==> src/rtl/uart_tx_fsm.sv <==
// UART transmitter: start bit, 8 data bits LSB first, optional even parity, STOP_BITS stop bits.
// Define UART_TX_PARITY_EN to compile in the parity bit; each bit is held OVERSAMPLE Bclk cycles.
module uart_tx_fsm #(
  parameter int OVERSAMPLE = 8,
  parameter int STOP_BITS  = 1
) (
  input  logic       Bclk,
  input  logic       reset,
  input  logic       tx_start,
  input  logic [7:0] tx_data_in,
  output logic       tx,
  output logic       tx_busy,
  output logic       tx_done
);

  // state    | meaning
  // S_IDLE   | line high, waiting for tx_start
  // S_START  | start bit (low)
  // S_DATA   | 8 data bits, LSB first
  // S_PARITY | even parity bit (parity build only)
  // S_STOP   | STOP_BITS high bit periods
  localparam int CW = (OVERSAMPLE > 1) ? $clog2(OVERSAMPLE) : 1;
  localparam logic [CW-1:0] LAST_SAMPLE = CW'(OVERSAMPLE - 1);
  localparam logic [2:0]    LAST_STOP   = 3'(STOP_BITS - 1);

`ifdef UART_TX_PARITY_EN
  typedef enum logic [2:0] {
    S_IDLE   = 3'd0,
    S_START  = 3'd1,
    S_DATA   = 3'd2,
    S_STOP   = 3'd3,
    S_PARITY = 3'd4
  } state_t;
`else
  typedef enum logic [2:0] {
    S_IDLE  = 3'd0,
    S_START = 3'd1,
    S_DATA  = 3'd2,
    S_STOP  = 3'd3
  } state_t;
`endif

  state_t          r_state, w_state;
  logic [CW-1:0]   r_sample_cnt, w_sample_cnt;
  logic [2:0]      r_bit_cnt, w_bit_cnt;
  logic [7:0]      r_shift, w_shift;
  logic            r_tx, w_tx;
  logic            r_busy, w_busy;
  logic            r_done, w_done;
  logic            w_bit_end;
`ifdef UART_TX_PARITY_EN
  logic            r_parity, w_parity;
`endif

  assign w_bit_end = (r_sample_cnt == LAST_SAMPLE);

  always_comb begin
    w_state      = r_state;
    w_sample_cnt = w_bit_end ? '0 : r_sample_cnt + 1'b1;
    w_bit_cnt    = r_bit_cnt;
    w_shift      = r_shift;
    w_tx         = r_tx;
    w_busy       = r_busy;
    w_done       = 1'b0;
`ifdef UART_TX_PARITY_EN
    w_parity     = r_parity;
`endif
    case (r_state)
      S_IDLE: begin
        w_tx         = 1'b1;
        w_busy       = 1'b0;
        w_sample_cnt = '0;
        w_bit_cnt    = 3'd0;
        if (tx_start) begin
          w_state  = S_START;
          w_shift  = tx_data_in;
          w_tx     = 1'b0;
          w_busy   = 1'b1;
`ifdef UART_TX_PARITY_EN
          w_parity = ^tx_data_in;
`endif
        end
      end
      S_START: begin
        if (w_bit_end) begin
          w_state   = S_DATA;
          w_tx      = r_shift[0];
          w_bit_cnt = 3'd0;
        end
      end
      S_DATA: begin
        if (w_bit_end) begin
          if (r_bit_cnt == 3'd7) begin
            w_bit_cnt = 3'd0;
`ifdef UART_TX_PARITY_EN
            w_state   = S_PARITY;
            w_tx      = r_parity;
`else
            w_state   = S_STOP;
            w_tx      = 1'b1;
`endif
          end else begin
            w_shift   = {1'b0, r_shift[7:1]};
            w_tx      = r_shift[1];
            w_bit_cnt = r_bit_cnt + 3'd1;
          end
        end
      end
`ifdef UART_TX_PARITY_EN
      S_PARITY: begin
        if (w_bit_end) begin
          w_state   = S_STOP;
          w_tx      = 1'b1;
          w_bit_cnt = 3'd0;
        end
      end
`endif
      S_STOP: begin
        w_tx = 1'b1;
        if (w_bit_end) begin
          if (r_bit_cnt == LAST_STOP) begin
            w_state   = S_IDLE;
            w_busy    = 1'b0;
            w_done    = 1'b1;
            w_bit_cnt = 3'd0;
          end else begin
            w_bit_cnt = r_bit_cnt + 3'd1;
          end
        end
      end
      default: begin
        // unreachable encodings recover to an idle-high line
        w_state      = S_IDLE;
        w_tx         = 1'b1;
        w_busy       = 1'b0;
        w_sample_cnt = '0;
        w_bit_cnt    = 3'd0;
      end
    endcase
  end

  always_ff @(posedge Bclk or posedge reset) begin
    if (reset) begin
      r_state      <= S_IDLE;
      r_sample_cnt <= '0;
      r_bit_cnt    <= 3'd0;
      r_shift      <= 8'd0;
      r_tx         <= 1'b1;
      r_busy       <= 1'b0;
      r_done       <= 1'b0;
`ifdef UART_TX_PARITY_EN
      r_parity     <= 1'b0;
`endif
    end else begin
      r_state      <= w_state;
      r_sample_cnt <= w_sample_cnt;
      r_bit_cnt    <= w_bit_cnt;
      r_shift      <= w_shift;
      r_tx         <= w_tx;
      r_busy       <= w_busy;
      r_done       <= w_done;
`ifdef UART_TX_PARITY_EN
      r_parity     <= w_parity;
`endif
    end
  end

  assign tx      = r_tx;
  assign tx_busy = r_busy;
  assign tx_done = r_done;

endmodule

==> config.mk <==
export PLATFORM = sky130hd
export DESIGN_NAME = uart_tx_fsm
export DESIGN_NICKNAME = d
export VERILOG_FILES = /design/src/rtl/uart_tx_fsm.sv
export SDC_FILE = /design/constraint.sdc
export NUM_CORES = 1
export LEC_CHECK = 0
export CAP_MARGIN = 15
export CORE_ASPECT_RATIO = 0.75
export CORE_MARGIN = 4
export CORE_UTILIZATION = 40
export DETAILED_ROUTE_END_ITERATION = 7
export PLACE_DENSITY = 0.69
export SLEW_MARGIN = 25
export SYNTH_ARGS = -nofsm -noshare
export SYNTH_HDL_FRONTEND = slang
export SYNTH_SLANG_ARGS = --single-unit
==> constraint.sdc <==
create_clock -name Bclk -period 2.3 [get_ports Bclk]
set_input_delay 0.46 -clock Bclk [delete_from_list [all_inputs] [get_ports Bclk]]
set_output_delay 0.46 -clock Bclk [all_outputs]
set_load 0.005 [all_outputs]
### Word-level counts from Yosys, hierarchy flattened

Index checks and enable logic that the tools add are counted.

| word-level totals | value |
|---|---|
| logic and storage cells | 63 |
| register bits | 20 |
| bits of input ports | 11 |
| output and inout bits | 3 |

| operators by class | value |
|---|---|
| bitwise operators | 1 |
| equality and inequality tests | 12 |
| reduce and logical (&&, ||, !) cells | 10 |
| add/sub/neg operators | 2 |
| multiplexer cells | 31 |

Operators by type and width:

| cell | number |
|---|---|
| 3-bit 2-to-1 mux | 13 |
| 8-bit 2-to-1 mux | 3 |
| 8-bit one-hot mux with 2 select lines | 1 |
| 2-bit inequality test, second input constant | 7 |
| 3-bit one-hot mux with 4 select lines | 1 |
| 1-bit 2-to-1 mux | 10 |
| 3-bit one-hot mux with 3 select lines | 1 |
| 3-bit by 1-bit adder with 3-bit output, second input constant | 2 |
| 3-bit by 2-bit == test with 1-bit output, second input constant | 2 |
| 3-bit == test, second input constant | 2 |
| 3-bit zero test | 2 |
| 1-bit one-hot mux with 3 select lines | 2 |
| 3-bit AND reduction | 2 |
| 6-bit AND reduction | 1 |
| 4-bit AND reduction | 1 |
| 3-bit by 1-bit == test with 1-bit output, second input constant | 1 |
| 3-bit OR reduction | 1 |
| 2-bit AND reduction | 1 |
| 2-bit nonzero test | 1 |
| 2-bit OR reduction | 1 |
| 1-bit inverter | 1 |

### Depth between registers and ports, before layout

| logic depth | value |
|---|---|
| word-level depth | 4 |
| gate-level depth with buffers | 8 |
| depth with buffers taken out | 6 |

### Least setup slack after synthesis

Ideal clock, no wire load.

| timing | value |
|---|---|
| path kind | register to register |
| start point | reg r_sample_cnt[0] |
| end point | reg r_state[1] |
| period minus slack after synthesis | 1,690 ps |
| cell stages (with the launch flop) | 7 |
| path buffers | 1 |
| arrival | 1,565 ps |
| data required time | 2,175 ps |
| library setup time | 125 ps |
| setup slack | 610 ps |
| cell sequence | dfrtp_1 ha_1 ha_1 buf_2 or2_4 and3_4 mux2_4 |

| on the way | value |
|---|---|
| cells in the longest elaborated chain, start to end | 3 |
| elaborated cells on any way between the ends | 5 |
| classes of those cells | eq/ne (4); reduce/logical (1) |

RTL lines:

| what | RTL line | source |
|---|---|---|
| start, declared | 44 | `logic [CW-1:0] r_sample_cnt, w_sample_cnt;` |
| start signal, assigned | 156 | `r_sample_cnt <= w_sample_cnt;` |
| 3-bit == test (*) | 55 | `assign w_bit_end = (r_sample_cnt == LAST_SAMPLE);` |
| 2-bit inequality test (no line) | - |  |
| 6-bit AND reduction (no line) (*) | - |  |
| end signal, assigned | 155 | `r_state <= w_state;` |
| end, declared | 43 | `state_t r_state, w_state;` |

Mark *: on every way between the ends. The rest lies on a longest branch, timed or not.
A chain may end at the register's enable or synchronous reset.

### Final worst setup path

| timing | value |
|---|---|
| start point | reg r_state[0] |
| end point | reg r_state[1] |

| on the way | value |
|---|---|
| cells in the longest elaborated chain, start to end | 3 |
| elaborated cells on any way between the ends | 12 |
| classes of those cells | eq/ne (9); mux (1); reduce/logical (2) |

RTL lines:

| what | RTL line | source |
|---|---|---|
| 3-bit by 2-bit == test with 1-bit output, or another cell as far along | 68 | `case (r_state)` |
| 2-bit inequality test (no line) | - |  |
| 6-bit AND reduction (no line) | - |  |

Parallel ways exist; a longest one is shown, timed or not.

==> impl_metrics.yaml <==
synth:
  avgSynthCellArea_um2: 10.4
  syn-cell-area_um2: 1060
  synth.yosys.seq_area_share_pct: 44.9
  synth-warning-count: 0
  synth_fp_nets: 123
  ys_top_cells_by_area: "dfrtp_1, ha_1, mux2i_1, a21oi_1, nor2_1"
  synth_top_area_share_pct: 42.5
  yosysTopAreaCell: "dfrtp_1"
  synth-seq-cells: 19
  syn_inst: 102
  synth_cell_type_count: 30
global_routing:
  grtUsageMet2_pct: 22.1
  use_met1_pct: 17.1
  antenna_found_initial: 0
  globalRouteMet3Util_pct: 4.72
  busiest_layer: "met2"
  grt_max_degree: 20
  grt.overflow.total: 0
  grt_pass1_vias: 791
  grt_pass1_wl_um: 3620
  grt_use_total_pct: 13.6
timing:
  rsz0062_at_grt: "false"
  hold_ws_ns: 0.451
  maxSlewHeadroom_pct: 49.5
  timing.final.crit_share_pct: 82.7
  setup_viol: 0
  tns_ns: 0
  tightest_slew_ns: 0.757
  clock.fmax_mhz: 526
  final_hold_viol_count: 0
  report.final.slew_viol_count: 0
  finalClockSkew_ns: 0.0202
  period_needed_ns: 1.90
  fin_ws_ns: 0.399
power:
  intPower_mw: 0.979
  pwr-share-seq_pct: 36.1
  clkPwrFrac_pct: 10.5
  swShare_pct: 39.5
  vdd_drop_max_v: 0.000524
  leakage_nw: 0.569
  pwr-share-comb_pct: 53.4
  p_switching_mw: 0.641
  total_power_mw: 1.62
  power.density_nw_per_um2: 1310
cts:
  post_cts_buffers: 0
  cts_tree: "built"
  cts_resized: 0
  htreeDepth: 1
  clock_sinks: 19
  insertion_delay_ns: 0.31
  ctsHoldBuffers: 0
  cts_buffers: 3
  clockBufferDepth: 2
  root_buffer: "clkbuf_4"
  clk_pin_slew_ns: 0.12
route:
  drc: 0
  dr.pass1.iters: 4
  wl_um: 2000
  via_per_inst: 4.93
  drtIter0Drc: 36
  wl_per_cell_um: 13.3
  ant_nets: 0
  vias: 739
hold_path:
  hold_depth: 1
  min_to: "r_sample_cnt[0]"
  hp-class: "flop to flop"
  min_from: "r_sample_cnt[0]"
layout:
  fin_nets: 138
  drive_gt1_share_pct: 11.2
  fin_cells: 150
  diodes: 0
  area.growth.synth_to_final_pct: 16.9
  design_area_um2: 1240
  postLayoutCoreUtil_pct: 51.6
placed_design:
  post-place-ws_ns: 0.429
  globalplace.congestion: 0.823
  placed_cells: 146
  port_buffers: 13
  dp_hpwl_um: 1470
  placed_area_um2: 1210
die:
  fp.dieH_um: 52.6
  fp-row-count: 15
  ios: 14
  design.core.area_um2: 2400
  initial_utilization_pct: 44.2
  fp.dieW_um: 67.5
  die_area_um2: 3550
setup_path:
  ff2ff_setup_slack_ns: 0.40
  slowest_delay_ns: 0.44
  startpoint_type: "flop"
  arrival_ns: 2.11
  path_max_fanout: 12
  critPathBufInv: 1
  cp_top_family: "simple AND/OR/NAND/NOR gates"
  reg2regPathDepth: 6
  critPathCaptureType: "flop"
  reg2reg_from: "r_state[0]"
  slowest_stage: "dfrtp_1"
  required_ns: 2.51
  path_cells: "inv_1 -> ha_1 -> nor3_2 -> or2_4 -> and3_4 -> mux2_4"
  critPathKind: "flop to flop"
  r2r_end: "r_state[1]"
job:
  max_cap_violations: 0
run_status:
  outcome: "finished clean"
[state kept, by name (all words and copies together), names as in the netlist]
signal        cells
r_shift           8
r_bit_cnt         3
r_sample_cnt      3
r_state           2
tx                1
tx_busy           1
tx_done           1
[power groups by stage]
stage	sequential [mW]	combinational (mW)	clock (mW)
global route	0.604	0.983	0.196
CTS	0.585	0.868	0.176
finish	0.586	0.865	0.170
floorplan	0.566	0.705	0
detailed placement	0.589	0.864	0
global placement	0.580	0.834	0
[cells in the final DEF (no fill, tap or decap)]
cell,instances
dfrtp_1,18
clkdlybuf4s50_1,13
a21oi_1,11
nor2_1,10
ha_1,10
inv_1,9
mux2i_1,7
o21ai_0,5
nand2_1,4
nand2b_1,3
nand3b_1,3
clkbuf_4,3
nor2b_1,2
a21boi_4,1
nor3_2,1
or2_4,1
nor2b_2,1
a2bb2oi_1,1
and3_4,1
mux2_4,1
o32a_1,1
mux2_2,1
a22o_1,1
nor3_1,1
and3_1,1
o31ai_1,1
nand3_1,1
o21ai_1,1
clkinv_2,1
buf_4,1
dfstp_2,1
[cells in the mapped netlist]
cell type	n
dfrtp_1	18
a21oi_1	11
ha_1	10
nor2_1	10
inv_1	9
mux2i_1	7
o21ai_0	5
nand2_1	4
nand2b_1	3
nand3b_1	3
buf_2	2
nor2b_1	2
a21boi_4	1
a22o_1	1
a2bb2oi_1	1
and3_1	1
and3_4	1
buf_4	1
buf_6	1
dfstp_2	1
mux2_2	1
mux2_4	1
nand3_1	1
nor2b_2	1
nor3_1	1
nor3_2	1
o21ai_1	1
o31ai_1	1
o32a_1	1
or2_4	1
[metal layers]
layer  wire (um)  vias up
li1            -      375
met1         971      354
met2         928        8
met3          86        2
met4          11        0
met5           0        -
[worst reg2reg max path, cell delays in order (launching register included)]
cell and delay [ns]:
dfrtp_1 0.44, inv_1 0.10, ha_1 0.44, nor3_2 0.10, or2_4 0.26, and3_4 0.18
mux2_4 0.29
[area by class of cell]
cell class	count	area, um2
clock buffers	3	22.5
clock inverters	1	5.00
fillers	236	1160
inverters	9	33.8
multi-input cells	70	522
flip-flops and latches	19	477
well taps	34	42.5
repair buffers	14	138
[worst max-delay path by stage]
stage                               start    endpoint  slack, ns  cells after the start
after floorplan           r_sample_cnt[0]  r_state[1]       0.61                      6
after global placement         r_state[0]  r_state[1]       0.50                      6
after detailed placement       r_state[0]  r_state[1]       0.43                      6
after CTS                      r_state[0]  r_state[1]       0.40                      6
after global routing           r_state[0]  r_shift[4]       0.29                      6
final                          r_state[0]  r_state[1]       0.40                      6
[cells by family (layout without fill, tap and decap cells)]
group	count (synthesis)	in the layout	share of synthesized area, %
fa+ha+maj	10	10	11.8
buf+inv	13	27	5.90
compound gates	22	22	13.1
simple gates	29	29	15.2
flops	19	19	44.9
mux	9	9	9.08
Power figures use the tool's default switching activity.
